**src/rtl/bitcell_array_ctrl_if.sv**
```systemverilog
// ---------------------------------------------------------------------------
// bitcell_array_ctrl_if
//
// Bundles the two requester ports and the shared response port of
// bitcell_array_ctrl.
//
// Signal summary:
//   req0_valid/req1_valid  requester -> ctrl   request pending
//   req0_ready/req1_ready  ctrl -> requester   request accepted this cycle
//   req0_we/req1_we        requester -> ctrl   1=write, 0=read
//   req0_addr/req1_addr    requester -> ctrl   row address
//   req0_wdata/req1_wdata  requester -> ctrl   write data
//   rsp0_valid/rsp1_valid  ctrl -> requester   one-cycle completion pulse
//   rsp_rdata              ctrl -> requester   read data (with rspN_valid)
//   rsp_err                ctrl -> requester   address out of range
//
// Modports: master = requester side, slave = controller side.
// ---------------------------------------------------------------------------
interface bitcell_array_ctrl_if #(
    parameter int WIDTH  = 8,
    parameter int ADDR_W = 4
);
    logic              req0_valid;
    logic              req0_ready;
    logic              req0_we;
    logic [ADDR_W-1:0] req0_addr;
    logic [WIDTH-1:0]  req0_wdata;

    logic              req1_valid;
    logic              req1_ready;
    logic              req1_we;
    logic [ADDR_W-1:0] req1_addr;
    logic [WIDTH-1:0]  req1_wdata;

    logic              rsp0_valid;
    logic              rsp1_valid;
    logic [WIDTH-1:0]  rsp_rdata;
    logic              rsp_err;

    modport master (
        output req0_valid, req0_we, req0_addr, req0_wdata,
        output req1_valid, req1_we, req1_addr, req1_wdata,
        input  req0_ready, req1_ready,
        input  rsp0_valid, rsp1_valid, rsp_rdata, rsp_err
    );

    modport slave (
        input  req0_valid, req0_we, req0_addr, req0_wdata,
        input  req1_valid, req1_we, req1_addr, req1_wdata,
        output req0_ready, req1_ready,
        output rsp0_valid, rsp1_valid, rsp_rdata, rsp_err
    );
endinterface

```
**src/rtl/bitcell_array_ctrl.sv**
```systemverilog
// ---------------------------------------------------------------------------
// bitcell_array_ctrl
//
// Sequences a ROWS x WIDTH bitcell array for two round-robin arbitrated
// requesters. A cell writes whenever its select is high and the global read
// line is low, so every write parks data and read=0 before raising select,
// and drops select before read returns high.
//
// Ports:
//   clk       in   rising-edge clock
//   rst_n     in   synchronous active-low reset
//   bus       if   slave side of bitcell_array_ctrl_if (requests/responses)
//   busy      out  high in every state except IDLE
//   arr_sel   out  one-hot row select (or all zero)
//   arr_read  out  global read line
//   arr_in    out  column write data
//   arr_out   in   wired-OR of all cell outputs
// ---------------------------------------------------------------------------
module bitcell_array_ctrl #(
    parameter int WIDTH     = 8,
    parameter int ROWS      = 16,
    parameter int ADDR_W    = $clog2(ROWS),
    parameter int WR_CYCLES = 2,
    parameter int RD_CYCLES = 2
) (
    input  logic                 clk,
    input  logic                 rst_n,
    bitcell_array_ctrl_if.slave  bus,
    output logic                 busy,
    output logic [ROWS-1:0]      arr_sel,
    output logic                 arr_read,
    output logic [WIDTH-1:0]     arr_in,
    input  logic [WIDTH-1:0]     arr_out
);

    localparam logic [2:0] S_IDLE   = 3'd0;
    localparam logic [2:0] S_WSETUP = 3'd1;
    localparam logic [2:0] S_WSEL   = 3'd2;
    localparam logic [2:0] S_WHOLD  = 3'd3;
    localparam logic [2:0] S_RSEL   = 3'd4;
    localparam logic [2:0] S_DONE   = 3'd5;

    // The dwell counter counts down from N-1 to 0, so it only needs to hold
    // the larger of the two dwell lengths minus one.
    localparam int MAX_CYC = (WR_CYCLES > RD_CYCLES) ? WR_CYCLES : RD_CYCLES;
    localparam int CNT_W   = (MAX_CYC > 1) ? $clog2(MAX_CYC) : 1;
    localparam logic [CNT_W-1:0] WR_LOAD = CNT_W'(WR_CYCLES - 1);
    localparam logic [CNT_W-1:0] RD_LOAD = CNT_W'(RD_CYCLES - 1);

    // One extra bit so the range check also works when ROWS is a power of two.
    localparam logic [ADDR_W:0]  ROWS_LIM = (ADDR_W + 1)'(ROWS);
    localparam logic [ROWS-1:0]  SEL_ONE  = ROWS'(1);

    logic [2:0]        state;
    logic [CNT_W-1:0]  cnt;
    logic              ptr;
    logic              id_q;
    logic [ADDR_W-1:0] addr_q;

    logic              idle;
    logic              grant0;
    logic              grant1;
    logic              acc_id;
    logic              acc_we;
    logic [ADDR_W-1:0] acc_addr;
    logic [WIDTH-1:0]  acc_wdata;
    logic              acc_err;

    // Round-robin grant: ptr holds the last served requester, so on a tie the
    // other one wins. Gating with rst_n keeps ready low while reset is held.
    always_comb begin
        idle      = rst_n && (state == S_IDLE);
        grant0    = idle && bus.req0_valid && (!bus.req1_valid || ptr);
        grant1    = idle && bus.req1_valid && (!bus.req0_valid || !ptr);
        acc_id    = grant1;
        acc_we    = grant1 ? bus.req1_we    : bus.req0_we;
        acc_addr  = grant1 ? bus.req1_addr  : bus.req0_addr;
        acc_wdata = grant1 ? bus.req1_wdata : bus.req0_wdata;
        acc_err   = ({1'b0, acc_addr} >= ROWS_LIM);
    end

    assign bus.req0_ready = grant0;
    assign bus.req1_ready = grant1;

    // Main sequencer. arr_in holds the latched write data for the whole
    // write, so no separate wdata register is kept; the state itself records
    // whether the operation is a write or a read.
    always_ff @(posedge clk) begin
        if (!rst_n) begin
            state          <= S_IDLE;
            cnt            <= '0;
            ptr            <= 1'b1;
            id_q           <= 1'b0;
            addr_q         <= '0;
            busy           <= 1'b0;
            arr_sel        <= '0;
            arr_read       <= 1'b1;
            arr_in         <= '0;
            bus.rsp0_valid <= 1'b0;
            bus.rsp1_valid <= 1'b0;
            bus.rsp_rdata  <= '0;
            bus.rsp_err    <= 1'b0;
        end else begin
            case (state)
                S_IDLE: begin
                    if (grant0 || grant1) begin
                        ptr    <= acc_id;
                        id_q   <= acc_id;
                        addr_q <= acc_addr;
                        busy   <= 1'b1;
                        if (acc_err) begin
                            state          <= S_DONE;
                            bus.rsp_err    <= 1'b1;
                            bus.rsp_rdata  <= '0;
                            bus.rsp0_valid <= !acc_id;
                            bus.rsp1_valid <= acc_id;
                        end else if (acc_we) begin
                            state    <= S_WSETUP;
                            arr_in   <= acc_wdata;
                            arr_read <= 1'b0;
                        end else begin
                            state   <= S_RSEL;
                            arr_sel <= SEL_ONE << acc_addr;
                            cnt     <= RD_LOAD;
                        end
                    end
                end

                S_WSETUP: begin
                    state   <= S_WSEL;
                    arr_sel <= SEL_ONE << addr_q;
                    cnt     <= WR_LOAD;
                end

                S_WSEL: begin
                    if (cnt == '0) begin
                        state   <= S_WHOLD;
                        arr_sel <= '0;
                    end else begin
                        cnt <= cnt - 1'b1;
                    end
                end

                // Select is already low here, so read may return high safely.
                S_WHOLD: begin
                    state          <= S_DONE;
                    arr_read       <= 1'b1;
                    bus.rsp0_valid <= !id_q;
                    bus.rsp1_valid <= id_q;
                    bus.rsp_err    <= 1'b0;
                    bus.rsp_rdata  <= '0;
                end

                S_RSEL: begin
                    if (cnt == '0) begin
                        state          <= S_DONE;
                        arr_sel        <= '0;
                        bus.rsp_rdata  <= arr_out;
                        bus.rsp_err    <= 1'b0;
                        bus.rsp0_valid <= !id_q;
                        bus.rsp1_valid <= id_q;
                    end else begin
                        cnt <= cnt - 1'b1;
                    end
                end

                S_DONE: begin
                    state          <= S_IDLE;
                    busy           <= 1'b0;
                    bus.rsp0_valid <= 1'b0;
                    bus.rsp1_valid <= 1'b0;
                    bus.rsp_err    <= 1'b0;
                    bus.rsp_rdata  <= '0;
                end

                default: begin
                    state          <= S_IDLE;
                    busy           <= 1'b0;
                    arr_sel        <= '0;
                    arr_read       <= 1'b1;
                    bus.rsp0_valid <= 1'b0;
                    bus.rsp1_valid <= 1'b0;
                    bus.rsp_err    <= 1'b0;
                    bus.rsp_rdata  <= '0;
                end
            endcase
        end
    end

endmodule

```
**src/flat_wrapper.sv**
```systemverilog
// flat-port wrapper written by rule: the top's interface ports become plain ports
module bitcell_array_ctrl_flat 
#(
    parameter int WIDTH     = 8,
    parameter int ROWS      = 16,
    parameter int ADDR_W    = $clog2(ROWS),
    parameter int WR_CYCLES = 2,
    parameter int RD_CYCLES = 2
)
  (clk, rst_n, busy, arr_sel, arr_read, arr_in, arr_out, bus_req0_valid, bus_req0_we, bus_req0_addr, bus_req0_wdata, bus_req1_valid, bus_req1_we, bus_req1_addr, bus_req1_wdata, bus_req0_ready, bus_req1_ready, bus_rsp0_valid, bus_rsp1_valid, bus_rsp_rdata, bus_rsp_err);
  bitcell_array_ctrl_if #(.WIDTH(WIDTH), .ADDR_W(ADDR_W)) bus_i ();
  input  logic clk;
  input  logic rst_n;
  output logic busy;
  output logic [ROWS-1:0] arr_sel;
  output logic arr_read;
  output logic [WIDTH-1:0] arr_in;
  input  logic [WIDTH-1:0] arr_out;
  input wire logic [$bits(bus_i.req0_valid)-1:0] bus_req0_valid;
  input wire logic [$bits(bus_i.req0_we)-1:0] bus_req0_we;
  input wire logic [$bits(bus_i.req0_addr)-1:0] bus_req0_addr;
  input wire logic [$bits(bus_i.req0_wdata)-1:0] bus_req0_wdata;
  input wire logic [$bits(bus_i.req1_valid)-1:0] bus_req1_valid;
  input wire logic [$bits(bus_i.req1_we)-1:0] bus_req1_we;
  input wire logic [$bits(bus_i.req1_addr)-1:0] bus_req1_addr;
  input wire logic [$bits(bus_i.req1_wdata)-1:0] bus_req1_wdata;
  output wire logic [$bits(bus_i.req0_ready)-1:0] bus_req0_ready;
  output wire logic [$bits(bus_i.req1_ready)-1:0] bus_req1_ready;
  output wire logic [$bits(bus_i.rsp0_valid)-1:0] bus_rsp0_valid;
  output wire logic [$bits(bus_i.rsp1_valid)-1:0] bus_rsp1_valid;
  output wire logic [$bits(bus_i.rsp_rdata)-1:0] bus_rsp_rdata;
  output wire logic [$bits(bus_i.rsp_err)-1:0] bus_rsp_err;
  assign bus_i.req0_valid = bus_req0_valid;
  assign bus_i.req0_we = bus_req0_we;
  assign bus_i.req0_addr = bus_req0_addr;
  assign bus_i.req0_wdata = bus_req0_wdata;
  assign bus_i.req1_valid = bus_req1_valid;
  assign bus_i.req1_we = bus_req1_we;
  assign bus_i.req1_addr = bus_req1_addr;
  assign bus_i.req1_wdata = bus_req1_wdata;
  assign bus_req0_ready = bus_i.req0_ready;
  assign bus_req1_ready = bus_i.req1_ready;
  assign bus_rsp0_valid = bus_i.rsp0_valid;
  assign bus_rsp1_valid = bus_i.rsp1_valid;
  assign bus_rsp_rdata = bus_i.rsp_rdata;
  assign bus_rsp_err = bus_i.rsp_err;
  bitcell_array_ctrl #(.WIDTH(WIDTH), .ROWS(ROWS), .ADDR_W(ADDR_W), .WR_CYCLES(WR_CYCLES), .RD_CYCLES(RD_CYCLES)) u_core (.clk(clk), .rst_n(rst_n), .bus(bus_i), .busy(busy), .arr_sel(arr_sel), .arr_read(arr_read), .arr_in(arr_in), .arr_out(arr_out));
endmodule
```
**config.mk**
```make
export PLATFORM = sky130hd
export DESIGN_NAME = bitcell_array_ctrl_flat
export DESIGN_NICKNAME = d
export VERILOG_FILES = /design/src/rtl/bitcell_array_ctrl_if.sv /design/src/rtl/bitcell_array_ctrl.sv /design/src/flat_wrapper.sv
export SDC_FILE = /design/constraint.sdc
export NUM_CORES = 1
export LEC_CHECK = 0
export CAP_MARGIN = 20
export CELL_PAD_IN_SITES_DETAIL_PLACEMENT = 1
export CELL_PAD_IN_SITES_GLOBAL_PLACEMENT = 1
export CORE_MARGIN = 4
export CORE_UTILIZATION = 32
export DETAILED_ROUTE_END_ITERATION = 8
export GPL_TIMING_DRIVEN = 0
export HOLD_SLACK_MARGIN = 0.15
export MAX_ROUTING_LAYER = met4
export PLACE_DENSITY_LB_ADDON = 0.1
export SLEW_MARGIN = 30
export SYNTH_ARGS = -nofsm -noshare
export SYNTH_HDL_FRONTEND = slang
export SYNTH_SLANG_ARGS = --single-unit
```
**constraint.sdc**
```tcl
create_clock -name clk -period 2.2 [get_ports clk]
set_input_delay 0.44 -clock clk [delete_from_list [all_inputs] [get_ports clk]]
set_output_delay 0.44 -clock clk [all_outputs]
set_load 0.005 [all_outputs]
```
---- After elaboration in Yosys (flattened, before gate mapping) ----
Index checks and enable logic that the tools add are counted.
storage, ports and cells
  register bits after elaboration ......... 47
  input bits .............................. 38
  output and inout port bits .............. 39
  logic and storage cells ................. 87
operators by class
  add/subtract/negate cells ............... 1
  equal/unequal tests ..................... 11
  shifts and indexed selects .............. 2
  mux-type cells .......................... 29
  bitwise gates (word level) .............. 4
  reduce and logical (&&, ||, !) cells .... 27
operator list
  kind                    number
  $pmux W16 S4            1
  $mux W16                3
  $shl A1 B4 Y16 const A  2
  $mux W8                 2
  $pmux W8 S2             1
  $pmux W3 S5             1
  $mux W3                 4
  $reduce_and A3 Y1       4
  $mux W1                 10
  $ne A2 B2 Y1 const B    5
  $pmux W1 S3             3
  $reduce_or A4 Y1        2
  $eq A3 B2 Y1 const B    2
  $eq A3 B3 Y1 const B    2
  $pmux W1 S2             3
  $reduce_and A2 Y1       3
  $logic_and A1 B1 Y1     5
  $logic_not A1 Y1        4
  $mux W4                 1
  $not A1 Y1              4
  $reduce_and A4 Y1       1
  $reduce_or A2 Y1        2
  $eq A3 B1 Y1 const B    1
  $logic_not A3 Y1        1
  5 further kinds         7

---- Depth between registers and ports, before layout ----
Gate-level depths: netlist (run 1).
  depth after elaboration ................. 9
  gate-level depth with buffers ........... 7
  gate-level depth less buffers ........... 5

---- Least setup slack after synthesis (run 1) ----
Ideal clock, no wire load.
  path type ............................... input -> register
  from .................................... in rst_n
  to ...................................... reg u_core.arr_in[6]
  library setup time ...................... 0.088 ns
  data arrival time ....................... 1.862 ns
  data required time ...................... 2.112 ns
  slack ................................... 0.250 ns
  cell stages on the path ................. 7
  buffers on the path ..................... 2
  path through ............................ or4b_1 > buf_4 > nor2_8 > a21boi_4 > buf_6 > nor2_1 > a311oi_2
on the way
  word-level cells in the longest chain between the ends .. 5
  elaborated cells between the ends (all ways) .. 9
  those cells by class .................... 2 x mux; 7 x reduce/logical
RTL lines
  what                                                  line                                                 text
  from (decl)                                           flat_wrapper.sv:13                                   input logic rst_n;
  $logic_and A1 B1 Y1                                   bitcell_array_ctrl.sv:72                             idle = rst_n && (state == S_IDLE);
  $logic_and A1 B1 Y1 (on tied branches) (2 in series)  bitcell_array_ctrl.sv:74, bitcell_array_ctrl.sv:73
  $mux W1 or $logic_or A1 B1 Y1 (tied branches)         bitcell_array_ctrl.sv:76, bitcell_array_ctrl.sv:106
  $reduce_and A3 Y1 (no line)                           -
  to (signal assigned)                                  bitcell_array_ctrl.sv:119                            arr_in <= acc_wdata;
  to (decl)                                             bitcell_array_ctrl.sv:32                             output logic [WIDTH-1:0] arr_in,
Parallel ways exist; a longest one is shown, timed or not.
A chain may end at the register's enable or synchronous reset.

---- Final worst setup path (run 1) ----
  from .................................... reg u_core.state[2]
  to ...................................... out bus_req1_ready
on the way
  word-level cells in the longest chain between the ends .. 4
RTL lines
  what                               line                       text
  from (decl)                        bitcell_array_ctrl.sv:54   logic [2:0] state;
  from (signal assigned)             bitcell_array_ctrl.sv:90   state <= S_IDLE;
  from (signal assigned)             bitcell_array_ctrl.sv:112  state <= S_DONE;
  from (signal assigned)             bitcell_array_ctrl.sv:118  state <= S_WSETUP;
  $logic_not A3 Y1                   bitcell_array_ctrl.sv:72
  $logic_and A1 B1 Y1                bitcell_array_ctrl.sv:72
  $logic_and A1 B1 Y1 (2 in series)  bitcell_array_ctrl.sv:74   grant1 = idle && bus.req1_valid && (!bus.req0_valid || !ptr);
  to (decl)                          flat_wrapper.sv:28         output wire logic [$bits(bus_i.req1_ready)-1:0] bus_req1_ready;
No other way between the ends.

==> out/qor.txt, run 1 <==
Crit path depth: 4
fin crit period: 2.15 ns
die area: 7950 um^2
Sw Ratio: 0.342
max-slew violations: 0
Final Hold Fails: 0
CP cell instances: nor4b_4 -> nand2_2 -> clkinv_4 -> clkdlybuf4s50_1
Crit-path slowest cell: clkdlybuf4s50_1
die span in y: 89.2 um
IO Count: 77
vias in the first global route: 2172
FF-to-FF Start: u_core.state[0]
hold endpoint: u_core.arr_sel[10]
delay-heaviest family, CP: buffers and inverters
FF-to-FF path depth: 6
number of diodes: 0
Routed WL per cell: 15.7 um
Pwr Density: 718 nW/um^2
synthesis-to-layout area growth: 51.4%
Clock Power Share: 0.216
syn_nets: 274
ys async rst share: 0
library cell with the largest summed area after synthesis: dfxtp_1
worst hold start: u_core.arr_sel[10]
VDD IR max: 444 uV
antenna-violating nets left: 0
CTS tree: built
Post-Synth Simple-Gate Area: 0.221
clock-pin slew on the worst setup and hold paths: 0.08 ns
Internal Power: 1.51 mW
share of the synthesized area in the top cell type: 0.437
CP Launch Type: register
I/O Buffers: 75
Routed WL: 6400 um
DRT iter0 DRCs: 47
Main synth FF type: dfxtp_1
Req. time, crit path: 1.76 ns
Root Driver: clkbuf_8
sw power: 0.784 mW
crit-path max FO: 5
maximum clock insertion buffer count: 2
skew final: 0.00510 ns
vias: 2110
H-tree levels: 2
Least-Margin Pin Slew: 0.668 ns
die width: 89.2 um
Synth Warn #: 0
via density per instance: 5.18
gr usage total: 0.175
final setup vio count: 0
cell depth of the worst hold path: 1
Netlist cell types: 49
WS Path Type: reg2out
Post-Syn Area per Cell: 8.93 um^2
Pleak: 1.15 nW
Seq cells post-synth: 46
status: complete, no violations
max cap viols: 0
Mapped Area: 2110 um^2
Post-synth EDFFs: 0
insertion delay to the later sink of the worst-skew pair: 0.30 ns
crit end category: output port
Final Core Density: 0.500
Worst slew margin: 0.553
hold slack: 0.468 ns
fraction of layout cells with a size suffix above 1: 0.148
largest net degree at the start of global routing: 14
sequential fraction of design power: 0.421
largest family of logic cells by synthesized area: compound AO/OA/AOI/OAI gates
Worst Path Arrival: 1.71 ns
RR Endpoint: u_core.arr_sel[14]
CTS buffer count: 5
Rows: 29
global-route wire length before repair: 10400 um
period utilization: 0.978
CTS Sinks: 46
max incr delay on CP: 0.49 ns
Synth Area in Compound Gates: 0.284
largest cells by area after synthesis: dfxtp_1 (44%), a311oi_1 (4.6%), o2bb2ai_1 (4.6%)
RSZ-0062 raised after global routing: yes
FF-to-FF setup slack: 0.09 ns
Initial Utilization: 0.330
gpl congestion: 0.730
post-synthesis adder-cell area fraction: 0
Max Freq: 465 MHz
total global routing overflow: 0
first-pass iteration count of the detailed router: 4
part of the power in combinational logic: 0.363
post-DP HPWL: 4680 um
Seq/Total Area, Yosys: 0.437
fin nets: 368
mux contribution to synthesized area: 0
Post-Syn Instances: 236
initial antenna violation count: 0
worst hold path class: reg2reg
worst path buffer plus inverter count: 2
drt drc: 0
Synth Area in XOR/XNOR: 0.00831
Core ar.: 6390 um^2
## metrics by stage
stage | cell area [um^2] | setup slack (ns) | instances | power [mW] | TNS [ns]
3_5_place_dp | 2960 | -0.700 | 388 | 1.73 | -17.07
4_1_cts | 3150 | -0.00460 | 403 | 2.29 | -0.00460
6_report | 3190 | 0.0478 | 407 | 2.29 | 0
3_3_place_gp | 2960 | -0.692 | 388 | 1.72 | -16.49
2_1_floorplan | 2110 | 0.250 | 236 | 1.42 | 0
5_1_grt | 3190 | -0.0626 | 407 | 2.45 | -0.173
## sequential cells by signal (all words and copies together) (netlist names)
signal and count:
u_core.cnt 1, u_core.bus.rsp0_valid 1, u_core.bus.rsp_rdata 8, u_core.addr_q 4
u_core.bus.rsp1_valid 1, u_core.busy 1, u_core.id_q 1, u_core.arr_in 8
u_core.state 3, u_core.ptr 1, u_core.arr_read 1, u_core.arr_sel 16
## how the worst max path moves through the flow
stage | start | endpoint | slack, ns
after floorplan | rst_n | u_core.arr_in[6] | 0.25
after global placement | rst_n | u_core.arr_sel[14] | -0.69
after detailed placement | rst_n | u_core.arr_sel[14] | -0.70
after CTS | u_core.state[1] | bus_req1_ready | -0.005
after global routing | u_core.state[0] | u_core.arr_sel[14] | -0.06
final | u_core.state[2] | bus_req1_ready | 0.05
## synth_stat cells, drive strengths merged (2+ instances only)
library cell  instances
o21ai                23
a31oi                 5
nor2                 24
and3                  2
a22o                  3
nand2                21
or3                   2
dfxtp                46
clkbuf               10
buf                   6
nand4                 8
nor3b                 2
nor3                  4
nand3                11
a21boi                3
inv                   5
a21oi                13
nand2b                2
a311oi               13
o2bb2ai              11
nand3b                5
## placed cells by master, fill, tap and decap left out, types with 2 or more instances in the layout
cell type	Yosys	final
nand3_1	11	10
dlygate4sd2_1	0	3
o21ai_1	3	3
dfxtp_1	46	44
clkinv_2	0	2
a31oi_2	0	3
or3_1	2	2
a22o_1	3	3
a21oi_1	13	13
nand2b_1	2	2
a311oi_1	11	11
nand2_1	21	20
o21ai_0	18	18
and3_1	2	2
clkdlybuf4s50_1	0	71
inv_1	5	5
a31oi_4	1	2
nor3_1	4	4
nor2_1	23	23
clkbuf_1	10	9
buf_2	3	3
nand3b_1	5	5
nand4_1	8	8
a311oi_2	2	2
clkbuf_8	0	5
a21boi_4	1	2
buf_4	2	13
dfxtp_2	0	2
o2bb2ai_1	11	11
## cell type report
type                    count  area, um^2
well taps                  77        96.3
multi-input cells         168        1130
flip-flops and latches     46         923
inverters                   6        27.5
repair buffers             87         851
clock buffers               5        68.8
fillers                   776        3190
clock inverters             2        10.0
plain buffers              16        80.1
## what timing repair did
item / in CTS / in global routing
hold buffers: 0 / 0
setup endpoints to repair: 27 / 15
setup buffers: 8 / 4
endpoints found under the hold margin: 0 / 0
pin swaps: 3 / 2
resized for setup: 17 / 2
## worst register-to-register path, cell delays in order, from the launching register on
cell and delay [ns]:
dfxtp_1 0.36, or4b_1 0.53, buf_4 0.20, o21ai_1 0.22, a31oi_2 0.18, nand3_1 0.23, a2bb2o_1 0.30
## cell families after synthesis
kind of cell / count (synthesis)
simple gates: 86
compound gates: 79
flops: 46
buf+inv: 22
xor+xnor: 2
other cells: 1
## power groups by stage
stage	combinational, mW	clock, mW	sequential (mW)
CTS	0.809	0.517	0.965
detailed placement	0.749	0	0.980
global placement	0.741	0	0.978
global route	0.920	0.552	0.977
floorplan	0.451	0	0.974
finish	0.833	0.494	0.965
## per-layer routing
layer | wire (um) | part of all wire | GRT usage | up-vias
met1 | 2980 | 0.47 | 0.218 | 992
met2 | 3030 | 0.47 | 0.286 | 47
met3 | 298 | 0.047 | 0.0332 | 6
li1 | - | - | - | 1065
met5 | 0 | 0 | - | -
met4 | 82 | 0.013 | 0.0528 | 0
Power figures use the tool's default switching activity.
==> run 2: changes to the inputs <==
--- a/config.mk
+++ b/config.mk
@@ -10,12 +10,13 @@
 export CELL_PAD_IN_SITES_GLOBAL_PLACEMENT = 1
 export CORE_MARGIN = 4
 export CORE_UTILIZATION = 32
+export CTS_CLUSTER_SIZE = 20
 export DETAILED_ROUTE_END_ITERATION = 8
 export GPL_TIMING_DRIVEN = 0
 export HOLD_SLACK_MARGIN = 0.15
 export MAX_ROUTING_LAYER = met4
 export PLACE_DENSITY_LB_ADDON = 0.1
-export SLEW_MARGIN = 30
+export SLEW_MARGIN = 5
 export SYNTH_ARGS = -nofsm -noshare
 export SYNTH_HDL_FRONTEND = slang
 export SYNTH_SLANG_ARGS = --single-unit
==> results of run 2 <==
The final DEF is identical to that of run 1; final timing and power are the same.
